--- src/rtl/hal_filter.sv ---
// Hall-sensor input conditioner: synchronises and deglitches the raw hall inputs,
// validates the commutation sequence, and reports direction, period, fault and stall.
module hal_filter #(
   parameter int unsigned FILTER_CYCLES = 16,
   parameter int unsigned PERIOD_W      = 24,
   parameter int unsigned STALL_CYCLES  = 2**20
) (
   input  logic                clk,
   input  logic                reset_n,
   input  logic [2:0]          hal_raw,
   input  logic                fault_clr,
   output logic [2:0]          hal_clean,
   output logic                edge_strobe,
   output logic                dir,
   output logic [PERIOD_W-1:0] period,
   output logic                period_valid,
   output logic                fault,
   output logic                stalled
);

   localparam int unsigned CNT_W   = (FILTER_CYCLES > 1) ? $clog2(FILTER_CYCLES) : 1;
   localparam int unsigned STALL_W = (STALL_CYCLES > 1) ? $clog2(STALL_CYCLES) : 1;
   localparam logic [CNT_W-1:0]    CNT_MAX   = CNT_W'(FILTER_CYCLES - 1);
   localparam logic [STALL_W-1:0]  STALL_MAX = STALL_W'(STALL_CYCLES - 1);
   localparam logic [PERIOD_W-1:0] TIMER_MAX = '1;

   typedef enum logic {UNLOCKED, LOCKED} state_t;

   logic [2:0]          sync1, sync2, cand, last_acc;
   logic [CNT_W-1:0]    cnt;
   logic                accept;

   state_t              state_q, state_d;
   logic [2:0]          clean_d;
   logic                strobe_d, dir_d, pv_d, fault_d, stalled_d, have_d;
   logic [PERIOD_W-1:0] period_d, timer, timer_d;
   logic [STALL_W-1:0]  stall_cnt, stall_cnt_d;
   logic                have_strobe, fault_evt, timer_clr;
   logic                code_valid, fwd, rev;
   logic [2:0]          new_idx, old_idx;

   // Position of a code in the forward sequence 001,011,010,110,100,101.
   function automatic logic [2:0] hall_idx(input logic [2:0] code);
      logic [2:0] idx;
      case (code)
         3'b001:  idx = 3'd0;
         3'b011:  idx = 3'd1;
         3'b010:  idx = 3'd2;
         3'b110:  idx = 3'd3;
         3'b100:  idx = 3'd4;
         3'b101:  idx = 3'd5;
         default: idx = 3'd0;
      endcase
      return idx;
   endfunction

   // Two-flop synchroniser and stability filter; last_acc remembers even invalid codes
   // so a held invalid code raises the fault only once.
   always_ff @(posedge clk or negedge reset_n) begin
      if (!reset_n) begin
         sync1    <= 3'b000;
         sync2    <= 3'b000;
         cand     <= 3'b000;
         cnt      <= '0;
         last_acc <= 3'b000;
      end else begin
         sync1 <= hal_raw;
         sync2 <= sync1;
         if (sync2 != cand) begin
            cand <= sync2;
            cnt  <= '0;
         end else if (cnt != CNT_MAX) begin
            cnt <= cnt + CNT_W'(1);
         end
         if (accept) last_acc <= cand;
      end
   end

   assign accept     = (sync2 == cand) && (cnt == CNT_MAX) && (cand != last_acc);
   assign code_valid = (cand != 3'b000) && (cand != 3'b111);
   assign new_idx    = hall_idx(cand);
   assign old_idx    = hall_idx(hal_clean);
   assign fwd        = (new_idx == ((old_idx == 3'd5) ? 3'd0 : old_idx + 3'd1));
   assign rev        = (new_idx == ((old_idx == 3'd0) ? 3'd5 : old_idx - 3'd1));

   // Lock state machine, period measurement and stall tracking.
   always_comb begin
      state_d   = state_q;
      clean_d   = hal_clean;
      strobe_d  = 1'b0;
      dir_d     = dir;
      period_d  = period;
      pv_d      = period_valid;
      have_d    = have_strobe;
      fault_evt = 1'b0;
      timer_clr = 1'b0;

      if (accept) begin
         if (!code_valid) begin
            fault_evt = 1'b1;
            state_d   = UNLOCKED;
            pv_d      = 1'b0;
            have_d    = 1'b0;
         end else if (state_q == UNLOCKED) begin
            clean_d   = cand;
            state_d   = LOCKED;
            timer_clr = 1'b1;
            have_d    = 1'b0;
         end else if (fwd || rev) begin
            clean_d   = cand;
            strobe_d  = 1'b1;
            dir_d     = fwd;
            timer_clr = 1'b1;
            have_d    = 1'b1;
            if (have_strobe) begin
               period_d = (timer == TIMER_MAX) ? TIMER_MAX : timer + PERIOD_W'(1);
               pv_d     = 1'b1;
            end
         end else begin
            fault_evt = 1'b1;
            clean_d   = cand;
            pv_d      = 1'b0;
            timer_clr = 1'b1;
            have_d    = 1'b0;
         end
      end

      timer_d     = timer_clr ? '0 : ((timer == TIMER_MAX) ? timer : timer + PERIOD_W'(1));
      // Separate stall counter so the stall threshold is independent of PERIOD_W.
      stall_cnt_d = timer_clr ? '0 :
                    ((stall_cnt == STALL_MAX) ? stall_cnt : stall_cnt + STALL_W'(1));
      stalled_d   = strobe_d ? 1'b0 : ((stall_cnt_d == STALL_MAX) ? 1'b1 : stalled);
      fault_d     = fault_evt ? 1'b1 : (fault_clr ? 1'b0 : fault);
   end

   always_ff @(posedge clk or negedge reset_n) begin
      if (!reset_n) begin
         state_q      <= UNLOCKED;
         hal_clean    <= 3'b000;
         edge_strobe  <= 1'b0;
         dir          <= 1'b0;
         period       <= '0;
         period_valid <= 1'b0;
         fault        <= 1'b0;
         stalled      <= 1'b1;
         timer        <= '0;
         stall_cnt    <= '0;
         have_strobe  <= 1'b0;
      end else begin
         state_q      <= state_d;
         hal_clean    <= clean_d;
         edge_strobe  <= strobe_d;
         dir          <= dir_d;
         period       <= period_d;
         period_valid <= pv_d;
         fault        <= fault_d;
         stalled      <= stalled_d;
         timer        <= timer_d;
         stall_cnt    <= stall_cnt_d;
         have_strobe  <= have_d;
      end
   end

endmodule

--- config.mk ---
export PLATFORM = sky130hd
export DESIGN_NAME = hal_filter
export DESIGN_NICKNAME = d
export VERILOG_FILES = /design/src/rtl/hal_filter.sv
export SDC_FILE = /design/constraint.sdc
export NUM_CORES = 1
export LEC_CHECK = 0
export CORE_ASPECT_RATIO = 0.6
export CORE_MARGIN = 10
export CORE_UTILIZATION = 45
export CTS_CLUSTER_DIAMETER = 150
export DETAILED_ROUTE_END_ITERATION = 10
export PLACE_DENSITY = 0.64
export SLEW_MARGIN = 10
export SYNTH_ARGS = -nofsm -noshare
export SYNTH_HDL_FRONTEND = slang
export SYNTH_SLANG_ARGS = --single-unit
--- constraint.sdc ---
create_clock -name clk -period 5.45 [get_ports clk]
set_clock_uncertainty 0.05 [all_clocks]
set_input_delay 0.545 -clock clk [delete_from_list [all_inputs] [get_ports clk]]
set_output_delay 0.545 -clock clk [all_outputs]
set_load 0.01 [all_outputs]
==> results.py <==
metrics = {
    "clock_tree": {
        "cts.sinks": 94,
        "clock_tree.buffer_depth": 2,
        "cts_buffers": 9,
        "ctsHoldBuffers": 0,
        "cts.repair_timing.setup_buffer_count": 0,
        "cts_resized": 0,
        "cts_tree": "done",
        "clk_pin_slew_worst_paths_ns": 0.07,
        "clock_latency_ns": 0.35,
        "root_buffer": "clkbuf_16",
        "h-tree-depth": 3,
    },
    "floorplan": {
        "initial_core_util_pct": 46.93,
        "dieArea_um2": 15120,
        "rows": 28,
        "die_w_um": 152.2,
        "ioPinCount": 38,
        "fp.dieH_um": 99.32,
        "core_um2": 10050,
    },
    "setup_path": {
        "crit_chain": "xor2_1 -> nor4_4 -> and3_2 -> buf_4 -> nand4_4 -> mux2_2",
        "critPathKind": "reg2reg",
        "end_kind": "register",
        "crit_buf_inv": 1,
        "cpPeakStageDelay_ns": 0.71,
        "arrival_ns": 3.45,
        "path_max_fanout": 52,
        "crit_slowest_cell": "dfrtp_1",
        "critical_path_required_ns": 5.63,
        "startpoint_type": "register",
        "cpLargestDelayFamily": "simple AND/OR/NAND/NOR gates",
        "crit_path_start": "cand[1]$_DFFE_PN0N_",
        "r2r_start": "cand[1]$_DFFE_PN0N_",
    },
    "sta": {
        "fin_ws_ns": 2.180,
        "slew_headroom_pct": 55.63,
        "rsz0062_at_grt": "no",
        "drv_slew": 0,
        "holdWs_ns": 0.1240,
        "setup_viol": 0,
        "fmax_mhz": 305.8,
        "hold_viol": 0,
        "fin_crit_ns": 3.270,
        "fin_crit_sh_pct": 60.00,
        "worst_pin_slew_ns": 0.6656,
        "fin_tns_setup_ns": 0,
    },
    "yosys": {
        "synth_edf_count": 0,
        "ys.warnings.count": 0,
        "synth_cells": 458,
        "synth_nets": 467,
        "yosysSeqAreaShare_pct": 49.88,
        "ys_async_sr_fraction_pct": 100.0,
        "synthFlopType": "dfrtp_1",
        "ys_ff_latch": 94,
        "syn_area_per_cell_um2": 10.30,
        "synth.distinct_cells": 56,
        "syn-cell-area_um2": 4718,
    },
    "detailed_routing": {
        "first_pass_iters": 4,
        "num_vias": 3438,
        "drt-initial-drc-count": 243,
        "drc_errors": 0,
        "routedWlPerCell_um": 16.11,
        "vias_per_cell": 5.545,
        "wl_um": 9990,
        "antenna_left": 0,
    },
    "power": {
        "pwr-share-seq_pct": 51.4,
        "peakVddDrop_mv": 0.1657,
        "internal-power_mw": 1.081,
        "power.leakage_nw": 2.436,
        "comb_power_share_pct": 2.4,
        "p_per_area_nw_per_um2": 253.6,
        "sw_frac_of_total_pct": 21.57,
        "p_clk_share_pct": 46.1,
        "p_switching_mw": 0.2974,
    },
    "global_routing": {
        "grtUsageTotal_pct": 13.30,
        "grt_max_degree": 54,
        "grt_overflow_total": 0,
        "grt_pass1_vias": 3287,
        "antenna_found_initial": 0,
        "grt_first_pass_wirelength_um": 16970,
    },
    "layout": {
        "drive_gt1_share_pct": 13.40,
        "syn2layout_area_growth_pct": 15.22,
        "antennaDiodeCount": 0,
        "nNetsFinal": 490,
    },
    "place": {
        "portBuffers": 37,
        "dp_slack_ns": 2.162,
        "hpwl_um": 6940,
        "gp_congestion": 0.8260,
    },
    "job": {
        "maxCapViolations": 0,
    },
    "outcome": {
        "status": "finished, final reports clean",
    },
    "min_path": {
        "hold_path.class": "in2async",
    },
}
## stage by stage
step           total power, mW  utilization, %  cells  instance area (um^2)
2_1_floorplan           0.7377               -    458                  4718
3_3_place_gp            0.7562           51.10    605                  5137
3_5_place_dp            0.7573           51.10    605                  5137
4_1_cts                  1.397           54.07    620                  5436
5_1_grt                  1.429           54.07    620                  5436
6_report                 1.379           54.07    620                  5436
## registers in the layout (all words and copies together) (netlist names), 3 cells and up
name       cells
cand           3
cnt            4
hal_clean      3
last_acc       3
period        24
stall_cnt     20
sync1          3
sync2          3
timer         24
## area by class of cell
| type | count | area, um^2 |
|---|---|---|
| clock buffers | 11 | 242.7 |
| multi-input cells | 324 | 2172 |
| clock inverters | 4 | 56.30 |
| inverters | 10 | 37.54 |
| well taps | 135 | 168.9 |
| flip-flops and latches | 94 | 2354 |
| fillers | 901 | 4618 |
| repair buffers | 42 | 405.4 |
## synthesized netlist by cell type (2+ instances only)
library cell,count,share of area (%)
a211oi_1,4,0.64
a21o_1,2,0.32
a21oi_1,33,3.5
a31o_2,2,0.37
a31oi_1,3,0.40
a32o_1,2,0.42
a41oi_1,2,0.37
and2_1,4,0.53
and3_1,5,0.66
and4_1,4,0.74
buf_1,3,0.24
buf_2,8,0.85
buf_4,3,0.48
buf_6,3,0.72
clkbuf_1,13,1.0
dfrtp_1,93,49
ha_1,3,0.80
inv_1,10,0.80
mux2_2,28,6.7
mux2i_1,8,1.7
nand2_1,46,3.7
nand2b_1,5,0.66
nand3_1,18,1.9
nand3_2,2,0.42
nand3b_1,4,0.64
nand4_1,13,1.7
nand4_4,2,0.90
nor2_1,38,3.0
nor2b_1,3,0.40
nor3_1,11,1.2
nor3b_1,3,0.48
nor4_1,4,0.53
o2111ai_1,2,0.37
o211ai_1,4,0.64
o21ai_0,5,0.53
o22ai_1,2,0.27
or2_2,2,0.27
or3_1,5,0.66
xnor2_1,20,3.7
xor2_1,20,3.7
## final timing paths
| path | to | slack (ns) | depth (start not counted) |
|---|---|---|---|
| max reg2reg | period[16]$_DFFE_PN0P_ | 2.18 | 6 |
| max | period[16]$_DFFE_PN0P_ | 2.18 | 6 |
| max in group asynchronous | stall_cnt[10]$_DFF_PN0_ | 4.14 | 2 |
| min in group clk | sync2[0]$_DFF_PN0_ | 0.30 | 0 |
| min | stall_cnt[2]$_DFF_PN0_ | 0.12 | 1 |
| min reg2reg | sync2[0]$_DFF_PN0_ | 0.30 | 0 |
## placed cells by master, fill, tap and decap left out, drive strengths merged, types with 3 or more instances in the layout
cell type and count:
clkdlybuf4s50 36, ha 3, and2 4, clkbuf 11, o21ai 5, a211oi 4, and3 6, nor4 6
nor3b 3, dfrtp 93, and4 4, mux2i 8, nand3 20, nand2b 5, nand2 46, buf 6
nand3b 4, nor3 12, xor2 20, nand4 15, inv 11, or3 6, a21oi 34, o211ai 4
a31oi 3, mux2 28, nor2 38, nor2b 3, xnor2 20
## worst reg2reg max path: cells and delay by family, from the launching register on
family | cells | cell delay, ns
mux | 1 | 0.46
buf+inv | 1 | 0.48
flops | 1 | 0.71
simple gates | 3 | 1.23
xor+xnor | 1 | 0.22
## cell families (layout without fill, tap and decap cells)
group,after synthesis,in the layout,share of synthesized area [%]
AND/OR/NAND/NOR,177,177,20.34
flip-flops,94,94,49.88
AO/OA/AOI/OAI,68,68,9.070
XOR/XNOR,40,40,7.425
buffers and inverters,40,67,4.110
multiplexers,36,36,8.380
adder cells (fa/ha/maj),3,3,0.7956
## layer usage
| layer | global-route usage (%) | up-vias | wire length, um |
|---|---|---|---|
| met5 | 0 | - | 0 |
| met4 | 3.832 | 0 | 102 |
| met3 | 3.957 | 10 | 573 |
| met2 | 18.97 | 82 | 4264 |
| met1 | 18.94 | 1697 | 5050 |
| li1 | - | 1649 | - |
## power by group through the flow
stage / clock network [mW] / registers (mW) / logic, mW
2_1_floorplan: 0 / 0.717 / 0.0210
3_3_place_gp: 0 / 0.722 / 0.0342
3_5_place_dp: 0 / 0.722 / 0.0349
4_1_cts: 0.653 / 0.709 / 0.0350
5_1_grt: 0.680 / 0.710 / 0.0389
6_report: 0.636 / 0.709 / 0.0337
Note: power is estimated with default switching activity, not from simulation.
